File: src/rtl/pb_event_pkg.sv
// Shared definitions for the push-button event decoder: event codes and
// the classification FSM state encoding.
package pb_event_pkg;

  localparam logic [2:0] EV_NONE   = 3'd0;
  localparam logic [2:0] EV_SHORT  = 3'd1;
  localparam logic [2:0] EV_DOUBLE = 3'd2;
  localparam logic [2:0] EV_LONG   = 3'd3;
  localparam logic [2:0] EV_REPEAT = 3'd4;

  typedef enum logic [2:0] {
    ST_IDLE    = 3'd0,
    ST_DOWN1   = 3'd1,
    ST_UP_WAIT = 3'd2,
    ST_DOWN2   = 3'd3,
    ST_HELD    = 3'd4
  } pb_state_t;

endpackage

File: src/rtl/pb_tick_gen.sv
// Free-running divider producing a one-clock tick every TICK_DIV cycles.
// The tick is high while the divider sits on its terminal count.
module pb_tick_gen #(
  parameter int TICK_DIV = 24000
) (
  input  logic clk,
  input  logic reset,
  output logic tick
);

  localparam int            CW   = (TICK_DIV > 1) ? $clog2(TICK_DIV) : 1;
  localparam logic [CW-1:0] LAST = CW'(TICK_DIV - 1);

  logic [CW-1:0] div_cnt;

  // Count 0..TICK_DIV-1 and wrap.
  always_ff @(posedge clk) begin
    if (reset) begin
      div_cnt <= '0;
    end else if (div_cnt == LAST) begin
      div_cnt <= '0;
    end else begin
      div_cnt <= div_cnt + CW'(1);
    end
  end

  assign tick = (div_cnt == LAST);

endmodule

File: src/rtl/pb_event_decoder.sv
// Push-button event decoder: classifies debounced presses into SHORT,
// DOUBLE, LONG and optional REPEAT events timed on a 1 ms tick, and hands
// them to the consumer through a one-deep valid/ready holding register.
// Optional feature macro: AUTO_REPEAT_EN (REPEAT events while held).
module pb_event_decoder #(
  parameter int TICK_DIV   = 24000,
  parameter int LONG_MS    = 800,
  parameter int DCLICK_MS  = 300,
  parameter int REPEAT_MS  = 150,
  parameter int ACTIVE_LOW = 1,
  parameter int MS_BITS    = 12
) (
  input  logic       clk,
  input  logic       reset,
  input  logic       clean_pb,
  output logic       event_valid,
  input  logic       event_ready,
  output logic [2:0] event_code,
  output logic       pressed,
  output logic       overflow,
  input  logic       overflow_clr
);

  import pb_event_pkg::*;

  localparam logic [MS_BITS-1:0] LONG_T   = MS_BITS'(LONG_MS);
  localparam logic [MS_BITS-1:0] DCLICK_T = MS_BITS'(DCLICK_MS);
  localparam logic [MS_BITS-1:0] REPEAT_T = MS_BITS'(REPEAT_MS);

  logic               tick;
  logic               pb_lvl;
  logic               vld_p0;
  logic               armed;
  pb_state_t          state;
  pb_state_t          state_nxt;
  logic [MS_BITS-1:0] ms_cnt;
  logic               ms_restart;
  logic               emit;
  logic [2:0]         emit_code;

  pb_tick_gen #(.TICK_DIV(TICK_DIV)) u_tick (
    .clk   (clk),
    .reset (reset),
    .tick  (tick)
  );

  assign pb_lvl = (ACTIVE_LOW != 0) ? ~clean_pb : clean_pb;

  // Stage p0: polarity-corrected button level. vld_p0 marks that pressed
  // holds a real sample rather than its reset value, so arming never keys
  // off the reset value of a button held through reset.
  always_ff @(posedge clk) begin
    if (reset) begin
      pressed <= 1'b0;
      vld_p0  <= 1'b0;
    end else begin
      pressed <= pb_lvl;
      vld_p0  <= 1'b1;
    end
  end

  // Arm only after a genuine released sample has been observed.
  always_ff @(posedge clk) begin
    if (reset) begin
      armed <= 1'b0;
    end else if (vld_p0 && !pressed) begin
      armed <= 1'b1;
    end
  end

  // Classification decision: next state, event to emit, counter restart.
  // Release is tested before timeout so that it wins a same-cycle tie.
  always_comb begin
    state_nxt  = state;
    emit       = 1'b0;
    emit_code  = EV_NONE;
    ms_restart = 1'b0;
    case (state)
      ST_IDLE: begin
        if (pressed && armed) state_nxt = ST_DOWN1;
      end
      ST_DOWN1: begin
        if (!pressed) begin
          state_nxt = ST_UP_WAIT;
        end else if (ms_cnt == LONG_T) begin
          emit      = 1'b1;
          emit_code = EV_LONG;
          state_nxt = ST_HELD;
        end
      end
      ST_UP_WAIT: begin
        if (pressed) begin
          state_nxt = ST_DOWN2;
        end else if (ms_cnt == DCLICK_T) begin
          emit      = 1'b1;
          emit_code = EV_SHORT;
          state_nxt = ST_IDLE;
        end
      end
      ST_DOWN2: begin
        if (!pressed) begin
          emit      = 1'b1;
          emit_code = EV_DOUBLE;
          state_nxt = ST_IDLE;
        end else if (ms_cnt == LONG_T) begin
          emit      = 1'b1;
          emit_code = EV_DOUBLE;
          state_nxt = ST_HELD;
        end
      end
      ST_HELD: begin
        // The counter restarts every REPEAT_MS while held either way, which
        // also keeps it bounded during very long holds.
        if (!pressed) begin
          state_nxt = ST_IDLE;
        end else if (ms_cnt == REPEAT_T) begin
          ms_restart = 1'b1;
`ifdef AUTO_REPEAT_EN
          emit       = 1'b1;
          emit_code  = EV_REPEAT;
`endif
        end
      end
      default: begin
        state_nxt = ST_IDLE;
      end
    endcase
  end

  // FSM state and ms counter; the counter clears on every state entry.
  always_ff @(posedge clk) begin
    if (reset) begin
      state  <= ST_IDLE;
      ms_cnt <= '0;
    end else begin
      state <= state_nxt;
      if ((state_nxt != state) || ms_restart) begin
        ms_cnt <= '0;
      end else if (tick) begin
        ms_cnt <= ms_cnt + MS_BITS'(1);
      end
    end
  end

  // Stage p1: one-deep holding register with sticky overflow on a drop.
  always_ff @(posedge clk) begin
    if (reset) begin
      event_valid <= 1'b0;
      event_code  <= EV_NONE;
      overflow    <= 1'b0;
    end else begin
      if (emit && (!event_valid || event_ready)) begin
        event_valid <= 1'b1;
        event_code  <= emit_code;
      end else if (event_valid && event_ready) begin
        event_valid <= 1'b0;
        event_code  <= EV_NONE;
      end
      if (emit && event_valid && !event_ready) begin
        overflow <= 1'b1;
      end else if (overflow_clr) begin
        overflow <= 1'b0;
      end
    end
  end

endmodule

File: config.mk
export PLATFORM = sky130hd
export DESIGN_NAME = pb_event_decoder
export DESIGN_NICKNAME = d
export VERILOG_FILES = /design/src/rtl/pb_event_pkg.sv /design/src/rtl/pb_tick_gen.sv /design/src/rtl/pb_event_decoder.sv
export SDC_FILE = /design/constraint.sdc
export NUM_CORES = 1
export LEC_CHECK = 0
export ABC_CLOCK_PERIOD_IN_PS = 6150
export BUFFER_PORTS_ARGS = -buffer_cell sky130_fd_sc_hd__buf_4
export CORE_MARGIN = 2
export CORE_UTILIZATION = 60
export DETAILED_ROUTE_END_ITERATION = 6
export PLACE_DENSITY_LB_ADDON = 0.15
export SYNTH_ARGS = -nofsm -noshare
export SYNTH_HDL_FRONTEND = slang
export SYNTH_SLANG_ARGS = --single-unit
File: constraint.sdc
create_clock -name clk -period 6.15 [get_ports clk]
set_clock_uncertainty 0.2 [all_clocks]
set_input_delay 1.5375 -clock clk [delete_from_list [all_inputs] [get_ports clk]]
set_output_delay 1.5375 -clock clk [all_outputs]
set_load 0.1 [all_outputs]
==> flow_summary_export.csv <==
group,metric,value,unit
route,vias,1503,
clocking,worstSkewPairLatency,0.35,ns
route,wl_per_cell,14.3,microns
place,place_area,1910,sq um
worst_hold_path,min_path_cells,1,
global_route,antenna_found_initial,0,
setup_path,path_cells,"buf_4",
sta,post-route-period-util,0.478,
setup_path,cp_slowest_stage_delay,0.50,ns
layout,layout-drive-gt1-share,0.105,
power_and_ir_drop,intPower,0.348,mW
power_and_ir_drop,swShare,0.227,
setup_path,cp.depth,1,
sta,tightest_slew,0.956,ns
setup_path,path_buf_inv,1,
floorplan,ioPinCount,11,
sta,fin_crit,2.94,ns
place,dp_hpwl,2600,microns
layout,num-nets-final,228,
flow_run,maxCapViolCount,0,
setup_path,rr_worst_depth,5,
route,antenna_left,0,
layout,n_antenna_cell,0,
run_status,status,"finished clean",
floorplan,die_h,59.5,microns
yosys,synth_edf_count,0,
setup_path,slowest_stage,"dfxtp_1",
layout,final_common_cell,"dfxtp_1",
setup_path,crit_path_end_kind,"primary output",
yosys,ys_types,45,
power_and_ir_drop,p_comb_frac,0.054,
global_route,overflow,0,
route,drtIter0Drc,94,
global_route,grt_pass1_vias,1478,
global_route,grt_max_degree,15,
yosys,async_flop_share,0,
sta,slew_headroom,0.357,
place,pre_cts_slack,3.37,ns
sta,setup_ws,3.21,ns
clocking,cts_buffers,5,
route,vias_per_cell,5.94,
power_and_ir_drop,power.net_switching,0.102,mW
setup_path,critPathRequiredTime,4.41,ns
layout,final_area,2000,sq um
power_and_ir_drop,power.leakage,0.702,nW
yosys,syn_area,1850,sq um
power_and_ir_drop,power.density,226,nW/um^2
sta,finalSetupViolations,0,
sta,whs,0.266,ns
yosys,yosys_warnings,0,
setup_path,cp_max_fo,9,
clocking,cts_tree,"built",
global_route,track_usage,0.238,
power_and_ir_drop,pwr-share-clk,0.397,
layout,syn2layout_area_growth,7.84,%
place,portBuffers,9,
sta,drv_slew,0,
sta,final_hold_viol_count,0,
yosys,yosysSeqAreaShare,0.400,
yosys,synth_fp_nets,222,
clocking,path_clk_slew,0.12,ns
floorplan,die_x,59.5,microns
setup_path,critPathLaunchType,"flip-flop",
route,firstDrtPassIters,5,
yosys,syn_area_per_cell,8.69,sq um
route,drcViolationCount,0,
sta,final.setup.tns,0,ns
clocking,hold_buffers,0,
floorplan,design.core.area,3000,sq um
power_and_ir_drop,power,0.450,mW
clocking,cts-resized-gates,0,
route,finalWirelength,3620,microns
clocking,postCtsSetupBuffers,0,
floorplan,dieArea,3540,sq um
clocking,cts_buffer_depth,2,
yosys,synth_cells,213,
yosys,synth_flop_cell,"dfxtp_1",
clocking,htreeDepth,2,
floorplan,initial_utilization,0.616,
power_and_ir_drop,ir_worst_vdd,0.000234,V
layout,final_cell_mix,"37 x dfxtp_1, 31 x nor2_1, 16 x nand2_1",
setup_path,crit_family,"flip-flops",
power_and_ir_drop,pwr-share-seq,0.550,
clocking,cts_root_buf,"clkbuf_4",
worst_hold_path,hp-class,"flip-flop to flip-flop",
sta,max_clock_freq,340,MHz
clocking,clock_sinks,37,
yosys,ys_ff_latch,37,
global_route,grt_pass1_wl,6380,microns
floorplan,row_count,20,
sta,rsz0062_at_grt,"false",
setup_path,critPathKind,"flip-flop to primary output",
place,gp_congestion,0.804,
setup_path,crit_arrival,1.20,ns
power groups by stage:
stage / clock network, mW / logic, mW / registers (mW)
6_report: 0.179 / 0.0241 / 0.247
3_5_place_dp: 0 / 0.0242 / 0.253
4_1_cts: 0.181 / 0.0242 / 0.247
5_1_grt: 0.193 / 0.0266 / 0.248
2_1_floorplan: 0 / 0.0195 / 0.254
3_3_place_gp: 0 / 0.0236 / 0.252
kinds of logic after synthesis:
family,after synthesis,share of synthesized area
flip-flops,37,0.400
adder cells (fa/ha/maj),4,0.0270
AND/OR/NAND/NOR,104,0.313
multiplexers,1,0.00541
other,1,0.00203
AO/OA/AOI/OAI,22,0.0899
buffers and inverters,20,0.0487
XOR/XNOR,24,0.114
stage by stage:
step / util / std cells
detailed placement: 0.635 / 245
finish: 0.665 / 253
global placement: 0.635 / 245
CTS: 0.665 / 253
floorplan: - / 213
global route: 0.665 / 253
cells in the mapped netlist (all sizes together) (5+ instances only):
library cell  instances  share of area
xnor2                12          0.057
nand4                 9          0.030
dfxtp                37           0.40
xor2                 12          0.057
inv                  10          0.020
nor2                 31          0.063
nor4                 10          0.042
and3                  5          0.017
buf                   5          0.018
a21oi                 7          0.019
nor3                  5          0.014
clkbuf                5          0.010
nand2                16          0.032
worst paths after layout:
path | from | endpoint | slack, ns
worst max-delay path | pressed$_SDFF_PP0_ | pressed | 3.21
worst min-delay path | u_tick.div_cnt[0]$_SDFF_PP0_ | u_tick.div_cnt[0]$_SDFF_PP0_ | 0.27
worst max register to register | ms_cnt[9]$_SDFFE_PP0P_ | ms_cnt[1]$_SDFFE_PP0P_ | 3.65
worst min register to register | u_tick.div_cnt[0]$_SDFF_PP0_ | u_tick.div_cnt[0]$_SDFF_PP0_ | 0.27
registers in the layout, summed over array words and instances (netlist names):
signal          cells
ms_cnt             12
event_code          2
armed               1
state               3
vld_p0              1
u_tick.div_cnt     15
event_valid         1
overflow            1
pressed             1
final cells by class:
type | instances | area (sq um)
repair buffers | 9 | 67.6
flip-flops and latches | 37 | 741
well taps | 33 | 41.3
clock buffers | 6 | 51.3
clock inverters | 2 | 37.5
fillers | 264 | 1010
multi-input cells | 156 | 1020
inverters | 10 | 37.5
per-layer routing:
metal,global-route usage,part of all wire,wire length (microns)
met5,0,0,0
met4,0.0730,0.013,46
met3,0.0721,0.032,117
met2,0.419,0.51,1860
met1,0.275,0.44,1600
No activity file was read; power rests on OpenSTA's default activity.
